[src/rtl/pwm_pkg.sv]
// pwm_pkg: definitions shared by the PWM capture block and the PWM generator.
//
// Contents:
//   DEFAULT_TIMEOUT    cycles without a synchronized edge before a measurement is abandoned
//   REG_*              register indices, i.e. PADDR[3:2]
//   BLOCK_SEL          value of PADDR[11:8] that selects the block
//   CTRL_* / STATUS_*  field bit positions
//   pwm_state_e        capture FSM state encoding
//   sat_inc()          32-bit saturating increment used by the measurement counters

package pwm_pkg;

    localparam int unsigned DEFAULT_TIMEOUT = 2000000;

    // Register map (word index = PADDR[3:2])
    localparam logic [1:0] REG_CTRL   = 2'd0;
    localparam logic [1:0] REG_STATUS = 2'd1;
    localparam logic [1:0] REG_HIGH   = 2'd2;
    localparam logic [1:0] REG_PERIOD = 2'd3;

    localparam logic [3:0] BLOCK_SEL = 4'h0;

    // CTRL fields
    localparam int unsigned CTRL_EN_BIT = 0;
    localparam int unsigned CTRL_IE_BIT = 1;

    // STATUS fields
    localparam int unsigned STATUS_VALID_BIT  = 0;
    localparam int unsigned STATUS_TMO_BIT    = 1;
    localparam int unsigned STATUS_ACTIVE_BIT = 2;

    typedef enum logic [1:0] {
        StIdle     = 2'd0,
        StWaitRise = 2'd1,
        StHighPh   = 2'd2,
        StLowPh    = 2'd3
    } pwm_state_e;

    // Counters stop at all-ones instead of wrapping.
    function automatic logic [31:0] sat_inc(input logic [31:0] value);
        return (value == 32'hFFFF_FFFF) ? value : value + 32'd1;
    endfunction

endpackage

[src/rtl/pwm_edge_sync.sv]
// pwm_edge_sync: two-flop synchronizer for an asynchronous input followed by a
// third flop used for edge detection.
//
// Ports:
//   clk       clock, rising edge
//   rst       synchronous active-high reset, clears all three flops
//   async_in  asynchronous input signal
//   level     synchronized level (output of the second flop)
//   rise      single-cycle pulse on a synchronized 0->1 transition
//   fall      single-cycle pulse on a synchronized 1->0 transition

module pwm_edge_sync (
    input  logic clk,
    input  logic rst,
    input  logic async_in,
    output logic level,
    output logic rise,
    output logic fall
);

    // [0] and [1] form the synchronizer; [2] delays the synchronized level by one cycle.
    logic [2:0] sync_q;

    always_ff @(posedge clk) begin
        if (rst) begin
            sync_q <= 3'b000;
        end else begin
            sync_q <= {sync_q[1:0], async_in};
        end
    end

    assign level = sync_q[1];
    assign rise  = sync_q[1] & ~sync_q[2];
    assign fall  = ~sync_q[1] & sync_q[2];

endmodule

[src/rtl/pwm_capture.sv]
// pwm_capture: APB-accessible PWM measurement block. Measures the high time and
// the period (rise to rise) of an asynchronous PWM input, in PCLK cycles.
//
// Parameters:
//   TIMEOUT     cycles without a synchronized edge before a measurement is abandoned
//   RESET_HIGH  reset value of the HIGH register
//
// Ports:
//   PCLK, PRESET                  clock (rising edge) and synchronous active-high reset
//   PSEL, PENABLE, PWRITE, PADDR,
//   PWDATA, PRDATA, PREADY,
//   PSLVERR                       APB slave; PRDATA registered, no wait states, no errors
//   pwm_in                        asynchronous PWM input
//   capture_irq                   level interrupt: IE & (VALID | TMO)
//
// Registers (index PADDR[3:2], block selected when PADDR[11:8] == 0):
//   0 CTRL    bit0 EN, bit1 IE                      RW
//   1 STATUS  bit0 VALID, bit1 TMO (W1C), bit2 ACTIVE (RO)
//   2 HIGH    last captured high time               RO
//   3 PERIOD  last captured period                  RO

module pwm_capture
    import pwm_pkg::*;
#(
    parameter int unsigned TIMEOUT    = DEFAULT_TIMEOUT,
    parameter logic [31:0] RESET_HIGH = 32'd0
) (
    input  logic        PCLK,
    input  logic        PRESET,
    input  logic        PSEL,
    input  logic        PENABLE,
    input  logic        PWRITE,
    input  logic [31:0] PADDR,
    input  logic [31:0] PWDATA,
    output logic [31:0] PRDATA,
    output logic        PREADY,
    output logic        PSLVERR,
    input  logic        pwm_in,
    output logic        capture_irq
);

    // ------------------------------------------------------------------
    // Input synchronizer and edge detector
    // ------------------------------------------------------------------
    logic pwm_level;
    logic pwm_rise;
    logic pwm_fall;

    pwm_edge_sync u_edge_sync (
        .clk      (PCLK),
        .rst      (PRESET),
        .async_in (pwm_in),
        .level    (pwm_level),
        .rise     (pwm_rise),
        .fall     (pwm_fall)
    );

    // ------------------------------------------------------------------
    // APB decode
    // ------------------------------------------------------------------
    logic       apb_hit;
    logic [1:0] reg_idx;
    logic       wr_en;
    logic       rd_setup;
    logic       wr_ctrl;
    logic       wr_status;

    assign apb_hit   = PSEL && (PADDR[11:8] == BLOCK_SEL);
    assign reg_idx   = PADDR[3:2];
    assign wr_en     = apb_hit && PENABLE && PWRITE;
    assign rd_setup  = PSEL && !PENABLE && !PWRITE;
    assign wr_ctrl   = wr_en && (reg_idx == REG_CTRL);
    assign wr_status = wr_en && (reg_idx == REG_STATUS);

    assign PREADY  = 1'b1;
    assign PSLVERR = 1'b0;

    // ------------------------------------------------------------------
    // State
    // ------------------------------------------------------------------
    pwm_state_e  state_q, state_d;
    logic [31:0] period_cnt_q, period_cnt_d;
    logic [31:0] high_cnt_q, high_cnt_d;

    logic        ctrl_en_q;
    logic        ctrl_ie_q;
    logic        valid_q, valid_d;
    logic        tmo_q, tmo_d;
    logic [31:0] high_reg_q;
    logic [31:0] period_reg_q;
    logic [31:0] prdata_q;

    logic        en_eff;
    logic        capture;
    logic        timeout;
    logic        active;

    // A CTRL write in the same cycle overrides the stored EN, so clearing EN
    // suppresses a capture that would otherwise land on the same edge.
    assign en_eff = wr_ctrl ? PWDATA[CTRL_EN_BIT] : ctrl_en_q;
    assign active = (state_q == StHighPh) || (state_q == StLowPh);

    // ------------------------------------------------------------------
    // Measurement FSM: next state and counters
    // ------------------------------------------------------------------
    always_comb begin
        state_d      = state_q;
        period_cnt_d = period_cnt_q;
        high_cnt_d   = high_cnt_q;
        capture      = 1'b0;
        timeout      = 1'b0;

        if (!en_eff) begin
            state_d      = StIdle;
            period_cnt_d = 32'd0;
            high_cnt_d   = 32'd0;
        end else begin
            case (state_q)
                StIdle: begin
                    state_d      = StWaitRise;
                    period_cnt_d = 32'd0;
                    high_cnt_d   = 32'd0;
                end

                // period_cnt doubles as the "cycles without a rise" counter here.
                StWaitRise: begin
                    if (period_cnt_q >= TIMEOUT) begin
                        timeout      = 1'b1;
                        period_cnt_d = 32'd0;
                        high_cnt_d   = 32'd0;
                    end else if (pwm_rise) begin
                        state_d      = StHighPh;
                        period_cnt_d = 32'd1;
                        high_cnt_d   = 32'd1;
                    end else begin
                        period_cnt_d = sat_inc(period_cnt_q);
                    end
                end

                StHighPh: begin
                    if (period_cnt_q >= TIMEOUT) begin
                        timeout      = 1'b1;
                        state_d      = StWaitRise;
                        period_cnt_d = 32'd0;
                        high_cnt_d   = 32'd0;
                    end else if (pwm_fall) begin
                        // high_cnt already equals the synchronized high time.
                        state_d      = StLowPh;
                        period_cnt_d = sat_inc(period_cnt_q);
                    end else begin
                        period_cnt_d = sat_inc(period_cnt_q);
                        high_cnt_d   = sat_inc(high_cnt_q);
                    end
                end

                StLowPh: begin
                    if (period_cnt_q >= TIMEOUT) begin
                        timeout      = 1'b1;
                        state_d      = StWaitRise;
                        period_cnt_d = 32'd0;
                        high_cnt_d   = 32'd0;
                    end else if (pwm_rise) begin
                        capture      = 1'b1;
                        state_d      = StHighPh;
                        period_cnt_d = 32'd1;
                        high_cnt_d   = 32'd1;
                    end else begin
                        period_cnt_d = sat_inc(period_cnt_q);
                    end
                end

                default: begin
                    state_d      = StIdle;
                    period_cnt_d = 32'd0;
                    high_cnt_d   = 32'd0;
                end
            endcase
        end
    end

    // ------------------------------------------------------------------
    // STATUS next state: a new event beats a same-cycle write-1-to-clear
    // ------------------------------------------------------------------
    always_comb begin
        valid_d = (valid_q & ~(wr_status & PWDATA[STATUS_VALID_BIT])) | capture;
        tmo_d   = (tmo_q & ~(wr_status & PWDATA[STATUS_TMO_BIT])) | timeout;
    end

    // ------------------------------------------------------------------
    // Read mux
    // ------------------------------------------------------------------
    logic [31:0] rd_data;

    always_comb begin
        rd_data = 32'd0;
        case (reg_idx)
            REG_CTRL: begin
                rd_data[CTRL_EN_BIT] = ctrl_en_q;
                rd_data[CTRL_IE_BIT] = ctrl_ie_q;
            end
            REG_STATUS: begin
                rd_data[STATUS_VALID_BIT]  = valid_q;
                rd_data[STATUS_TMO_BIT]    = tmo_q;
                rd_data[STATUS_ACTIVE_BIT] = active;
            end
            REG_HIGH:   rd_data = high_reg_q;
            REG_PERIOD: rd_data = period_reg_q;
            default:    rd_data = 32'd0;
        endcase
    end

    // ------------------------------------------------------------------
    // Registers
    // ------------------------------------------------------------------
    always_ff @(posedge PCLK) begin
        if (PRESET) begin
            state_q      <= StIdle;
            period_cnt_q <= 32'd0;
            high_cnt_q   <= 32'd0;
        end else begin
            state_q      <= state_d;
            period_cnt_q <= period_cnt_d;
            high_cnt_q   <= high_cnt_d;
        end
    end

    always_ff @(posedge PCLK) begin
        if (PRESET) begin
            ctrl_en_q    <= 1'b0;
            ctrl_ie_q    <= 1'b0;
            valid_q      <= 1'b0;
            tmo_q        <= 1'b0;
            high_reg_q   <= RESET_HIGH;
            period_reg_q <= 32'd0;
        end else begin
            if (wr_ctrl) begin
                ctrl_en_q <= PWDATA[CTRL_EN_BIT];
                ctrl_ie_q <= PWDATA[CTRL_IE_BIT];
            end
            valid_q <= valid_d;
            tmo_q   <= tmo_d;
            if (capture) begin
                high_reg_q   <= high_cnt_q;
                period_reg_q <= period_cnt_q;
            end
        end
    end

    // PRDATA is captured in the setup phase and held through the access phase.
    always_ff @(posedge PCLK) begin
        if (PRESET) begin
            prdata_q <= 32'd0;
        end else if (rd_setup) begin
            prdata_q <= apb_hit ? rd_data : 32'd0;
        end
    end

    assign PRDATA      = prdata_q;
    assign capture_irq = ctrl_ie_q & (valid_q | tmo_q);

    // Address/data bits outside the decoded fields, and the raw level output.
    logic unused_bits;
    assign unused_bits = ^{PADDR[31:12], PADDR[7:4], PADDR[1:0], PWDATA[31:2], pwm_level};

endmodule

[config.mk]
export PLATFORM = sky130hd
export DESIGN_NAME = pwm_capture
export DESIGN_NICKNAME = d
export VERILOG_FILES = /design/src/rtl/pwm_pkg.sv /design/src/rtl/pwm_edge_sync.sv /design/src/rtl/pwm_capture.sv
export SDC_FILE = /design/constraint.sdc
export NUM_CORES = 1
export LEC_CHECK = 0
export ABC_AREA = 1
export BUFFER_PORTS_ARGS = -buffer_cell sky130_fd_sc_hd__clkbuf_2
export CORE_ASPECT_RATIO = 0.9
export CORE_MARGIN = 1
export CORE_UTILIZATION = 52
export CTS_CLUSTER_DIAMETER = 30
export DETAILED_ROUTE_END_ITERATION = 8
export GPL_TIMING_DRIVEN = 1
export PLACE_DENSITY = 0.76
export SLEW_MARGIN = 10
export SYNTH_ARGS = -nofsm -noshare
export SYNTH_HDL_FRONTEND = slang
export SYNTH_SLANG_ARGS = --single-unit
[constraint.sdc]
create_clock -name PCLK -period 1.75 [get_ports PCLK]
set_input_delay 0.0875 -clock PCLK [delete_from_list [all_inputs] [get_ports PCLK]]
set_output_delay 0.0875 -clock PCLK [all_outputs]
set_load 0.02 [all_outputs]
# --- Word-level counts from Yosys, hierarchy flattened ---
# Cells that the tools add are included.
totals:
  reg_bits: 169
  in_bits: 70
  output_inout_bits: 35
op_classes:
  add_sub_neg: 2
  n_lt_le_gt_ge: 1
  n_eq_ne: 13
  muxes: 29
  bitwise: 15
  n_reduce_logical: 18
ops:
  columns: ["op", "n"]
  rows:
  - ["two-way mux 32 bit", 10]
  - ["one-hot mux 32 bit (3 select lines)", 2]
  - ["adder 32 x 1 -> 32 bit, second input constant", 2]
  - ["== test 32 bit, second input constant", 2]
  - ["one-hot mux 29 bit (2 select lines)", 1]
  - [">= comparator 32 x 21 -> 1 bit, second input constant", 1]
  - ["one-hot mux 2 bit (4 select lines)", 2]
  - ["two-way mux 2 bit", 5]
  - ["== test 2 bit, second input constant", 4]
  - ["two-way mux 1 bit", 8]
  - ["bitwise AND 1 bit", 7]
  - ["logical AND 1 bit", 7]
  - ["!= test 3 x 2 -> 1 bit, second input constant", 2]
  - ["inverter 1 bit", 5]
  - ["== test 2 x 1 -> 1 bit, second input constant", 2]
  - ["logical NOT 2 bit", 2]
  - ["logical NOT 4 bit", 1]
  - ["OR reduction 2 bit", 2]
  - ["!= test 3 x 1 -> 1 bit, second input constant", 1]
  - ["!= test 3 bit, second input constant", 1]
  - ["OR 1 bit", 3]
  - ["one-hot mux 1 bit (3 select lines)", 1]
  - ["AND reduction 3 bit", 1]
  - ["OR reduction 3 bit", 1]
  - ["4 further kinds", 5]

# --- Logic depth before layout (Yosys ltp) ---
logic_depth:
  depth_word: 9
  ltp_mapped: 14
  ltp_nobuf: 13

# --- Modules after synthesis ---
# A second synthesis with hierarchy kept.
unflattened:
  cells_unflattened: 1039
  area_unflattened_um2: 7679.9
modules_own_cells:
  columns: ["module", "instances", "cells_each", "area_each_um2", "seq_area_each_um2"]
  rows:
  - ["pwm_capture", 1, 1027, 7586.0, 3323.2]
  - ["pwm_edge_sync", 1, 12, 93.8, 60.1]

# --- Least setup slack after synthesis ---
# No wires, ideal clock.
synth_path:
  kind: "reg2reg"
  startpoint: "register high_cnt_q[0]"
  endpoint: "register high_cnt_q[21]"
  t_arrival_ns: 1.704
  required_time_ns: 1.635
  setup_slack_ns: -0.069
  path_stages_with_launch: 12
  cell_sequence: "dfxtp_1 -> ha_1 -> nand3_1 -> nor2_1 -> nand4_1 -> nor2_1 -> nor2_1 -> nand2_1 -> nand2_2 -> buf_2 -> a21oi_1 -> nor2_1"
synth_via:
  elab_chain_len: 5
  elab_cells_between_ends: 8
  cone_classes: "add/sub: 1; eq/ne: 2; mux: 4; reduce/logical: 1"
synth_lines:
  columns: ["item", "line_no", "rtl"]
  rows:
  - ["from (decl)", "pwm_capture.sv:83", "logic [31:0] high_cnt_q, high_cnt_d;"]
  - ["from (signal assigned)", "pwm_capture.sv:223", "high_cnt_q <= high_cnt_d;"]
  - ["adder 32 x 1 -> 32 bit", "pwm_pkg.sv:41", "return (value == 32'hFFFF_FFFF) ? value : value + 32'd1;"]
  - ["two-way mux 32 bit", "pwm_pkg.sv:41", null]
  - ["two-way mux 32 bit", "pwm_capture.sv:146", "end else if (pwm_fall) begin"]
  - ["two-way mux 32 bit", "pwm_capture.sv:141", "if (period_cnt_q >= TIMEOUT) begin"]
  - ["one-hot mux 32 bit (3 select lines)", "pwm_capture.sv:118", "case (state_q)"]
# Several ways; a longest one is shown, not always the timed one. The select of a mux whose other input is x is not followed.
# A chain may end at the register's enable or synchronous reset.

# --- Worst setup path in the final report ---
layout_path:
  startpoint: "register period_cnt_q[8]"
  endpoint: "register high_cnt_q[19]"
layout_via:
  elab_chain_len: 3
  elab_cells_between_ends: 8
  cone_classes: "order compare: 1; eq/ne: 3; mux: 3; reduce/logical: 1"
layout_lines:
  columns: ["item", "line_no", "rtl"]
  rows:
  - ["from (decl)", "pwm_capture.sv:82", "logic [31:0] period_cnt_q, period_cnt_d;"]
  - ["from (signal assigned)", "pwm_capture.sv:222", "period_cnt_q <= period_cnt_d;"]
  - [">= comparator 32 x 21 -> 1 bit (*)", "pwm_capture.sv:127, pwm_capture.sv:141, pwm_capture.sv:157", null]
  - ["!= test 3 bit (no source line), or another cell as far along", null, null]
  - ["AND reduction 3 bit (no source line) / one-hot mux 32 bit (3 select lines) (equally long branches)", null, null]
# Mark *: on every way between the ends. The rest lies on a longest branch, timed or not.

==> reports/results.ini <==
[outcome]
status = finished with violations
violations = negative setup slack

[critical_path]
start_kind = flip-flop
worstPathArrival_ns = 2.35
path_max_fanout = 11
r2r_cells = 11
r2r_slack_ns = -0.24
worstReg2RegEnd = high_cnt_q[19]
critPathCaptureType = flip-flop
critPathKind = flip-flop to flip-flop
rr_startpoint = period_cnt_q[8]
cp.required_ns = 2.11

[cells_and_area]
multi_input_area_um2 = 3780
most-common-layout-cells = nand2_1 (173), nor2_1 (172), dfxtp_1 (154)
fin_nets = 1259
seq_area_um2 = 3400
areaGrowthSynthToFinish_pct = 36.6
fillers = 916
layout_commonest_cell = nand2_1
n_antenna_cell = 0
drive_gt1_frac = 0.286
final_util = 0.737

[yosys]
synthFlopType = dfxtp_1
synth_cells = 1012
syn_avg_cell_area_um2 = 7.24
synth_cell_types = 42
synth_edf_count = 0
synthArstFlopShare = 0
synth_warnings = 0
syn-cell-area_um2 = 7320
ys_seq_area_frac = 0.462
ys_ff_latch = 169

[drt]
drtPass1Iterations = 5
vias = 7469
via_per_inst = 5.39
drt_iter0_markers = 777
ant_nets = 0
wl_per_cell_um = 15.5
routed_wl_um = 21500
drc = 0

[clock_tree]
clock_latency_ns = 0.43
cts_tree = yes
cts_made_buffers = 17
clkSlewWorstSetupHoldPaths_ns = 0.07
clockBufferDepth = 2
cts_sinks = 169
h-tree-depth = 4
cts-root-buf = clkbuf_16

[pwr]
p_seq_frac = 0.502
cellPowerDensity_nw_per_um2 = 771
switchingPower_mw = 1.73
vdd_drop_max_mv = 0.812
p_int_mw = 5.98
p_leak_nw = 3.90
power_frac_comb = 0.026
p_clk_frac = 0.472
netSwitchingFraction = 0.225

[die]
die_y_um = 115
rows = 40
die_w_um = 127
start_util = 0.540
core_area_um2 = 13600
ioPinCount = 105
die_area_um2 = 14600

[timing]
hold_viol = 0
fin_crit_ns = 1.99
fin_skew_ns = 0.00768
fin_setup_tns_ns = -17.22
worst_slack_ns = -0.244
finalSetupViolCount = 117
min_period_over_period = 1.14
max_freq_ghz = 0.501
tightest_slew_ns = 0.524
rsz0062_at_grt = true
maxSlewHeadroom = 0.647
drv_slew = 0

[placement]
dp_hpwl_um = 13200
routabilityCongestion = 0.861
port_buffers = 46

[global_routing]
gr-total-overflow = 0
grt_usage = 0.280
grt_max_degree = 48
grt_pass1_vias = 6566
antenna_found_initial = 0
grt_pass1_wl_um = 31600

[worst_hold_path]
hp-start = PADDR[11]
hold_end = ctrl_ie_q
hold_path.class = input port to flip-flop
whs_path_depth = 4

[flow_run]
drv_cap = 0

stage by stage:
stage                     cell area [µm²]  instances  hold WS [ns]  setup WS (ns)  power, mW
after global placement               8500       1326         0.280         -0.107       4.13
after global routing                10000       1387        0.0239         -0.384       7.91
final                               10000       1387        0.0101         -0.244       7.71
after CTS                            9500       1375      0.000477        -0.0561       7.72
after detailed placement             8500       1326         0.286         -0.134       4.13
after floorplan                      7380       1023         0.194      -0.000760       4.07
registers in the layout (all words and copies together) (netlist names):
signal and cells:
u_edge_sync.sync_q 3, ctrl_ie_q 1, ctrl_en_q 1, state_q 2, valid_q 1, high_cnt_q 32
high_reg_q 32, period_cnt_q 32, tmo_q 1, PRDATA 32, period_reg_q 32
layer usage:
metal	up-vias	global-route usage	wire length [µm]
li1	3635	-	-
met1	3446	0.368	9470
met2	328	0.448	9990
met5	-	0	0
met4	0	0.114	566
met3	60	0.0607	1450
synth_stat cells, types with 4 or more instances:
| cell | n | area (µm²) |
|---|---|---|
| nor4_1 | 5 | 31.3 |
| buf_4 | 5 | 37.5 |
| o21ai_0 | 75 | 375 |
| clkbuf_1 | 19 | 71.3 |
| clkbuf_2 | 5 | 25.0 |
| o211ai_1 | 6 | 45.0 |
| a31oi_1 | 8 | 50.1 |
| buf_6 | 8 | 90.1 |
| nor2_2 | 4 | 25.0 |
| nor3_1 | 19 | 95.1 |
| nand2_1 | 195 | 732 |
| dfxtp_1 | 169 | 3380 |
| nand4_1 | 29 | 181 |
| a21oi_1 | 69 | 345 |
| nor2_1 | 202 | 758 |
| a22o_1 | 18 | 158 |
| inv_1 | 92 | 345 |
| buf_2 | 7 | 35.0 |
| xor2_1 | 7 | 61.3 |
| nand3_1 | 33 | 165 |
critical path, cell delays in order (launching register included):
cell,delay [ns]
dfxtp_2,0.32
o21ai_1,0.14
nand4_1,0.24
nand2_4,0.18
nand4_1,0.19
buf_4,0.21
nand2_4,0.09
nand2_8,0.11
buf_16,0.17
nand4_1,0.08
nand2_1,0.07
nor2_1,0.12
kinds of logic after synthesis:
family                     synth area share
AOI/OAI and AO/OA                     0.138
xor gates and xnor gates             0.0120
adders and majority gates           0.00513
buffers and inverters                0.0858
DFF                                   0.462
other                               0.00103
and+or+nand+nor                       0.296
what timing repair did:
item	in CTS	in global routing
setup buffers	10	7
setup endpoints to repair	117	118
hold buffers	6	0
gates cloned	4	6
resized for setup	75	94
hold endpoints to repair	5	0
pin swaps	27	35
how the worst max path moves through the flow:
stage,start,end,slack (ns),depth (start not counted)
after floorplan,high_cnt_q[1],high_cnt_q[21],-0.0008,11
after global placement,period_cnt_q[13],period_cnt_q[11],-0.11,9
after detailed placement,period_cnt_q[7],high_reg_q[31],-0.13,11
after CTS,period_cnt_q[31],high_cnt_q[25],-0.06,12
after global routing,high_cnt_q[1],high_cnt_q[21],-0.38,10
final,period_cnt_q[8],high_cnt_q[19],-0.24,11
power groups by stage:
stage,clock (mW),sequential (mW),combinational [mW]
6_report,3.64,3.87,0.199
4_1_cts,3.66,3.87,0.187
3_3_place_gp,0,3.96,0.170
3_5_place_dp,0,3.96,0.173
5_1_grt,3.82,3.87,0.216
2_1_floorplan,0,3.95,0.118
area by class of cell:
cell class,instances,area share
Clock inverter,11,0.0115
Clock buffer,20,0.0457
Sequential cell,169,0.340
Timing Repair Buffer,188,0.161
Timing Repair inverter,1,0.00163
Multi-Input combinational cell,713,0.378
Tap cell,189,0.0236
Inverter,96,0.0383
(Power assumes the default switching activity.)
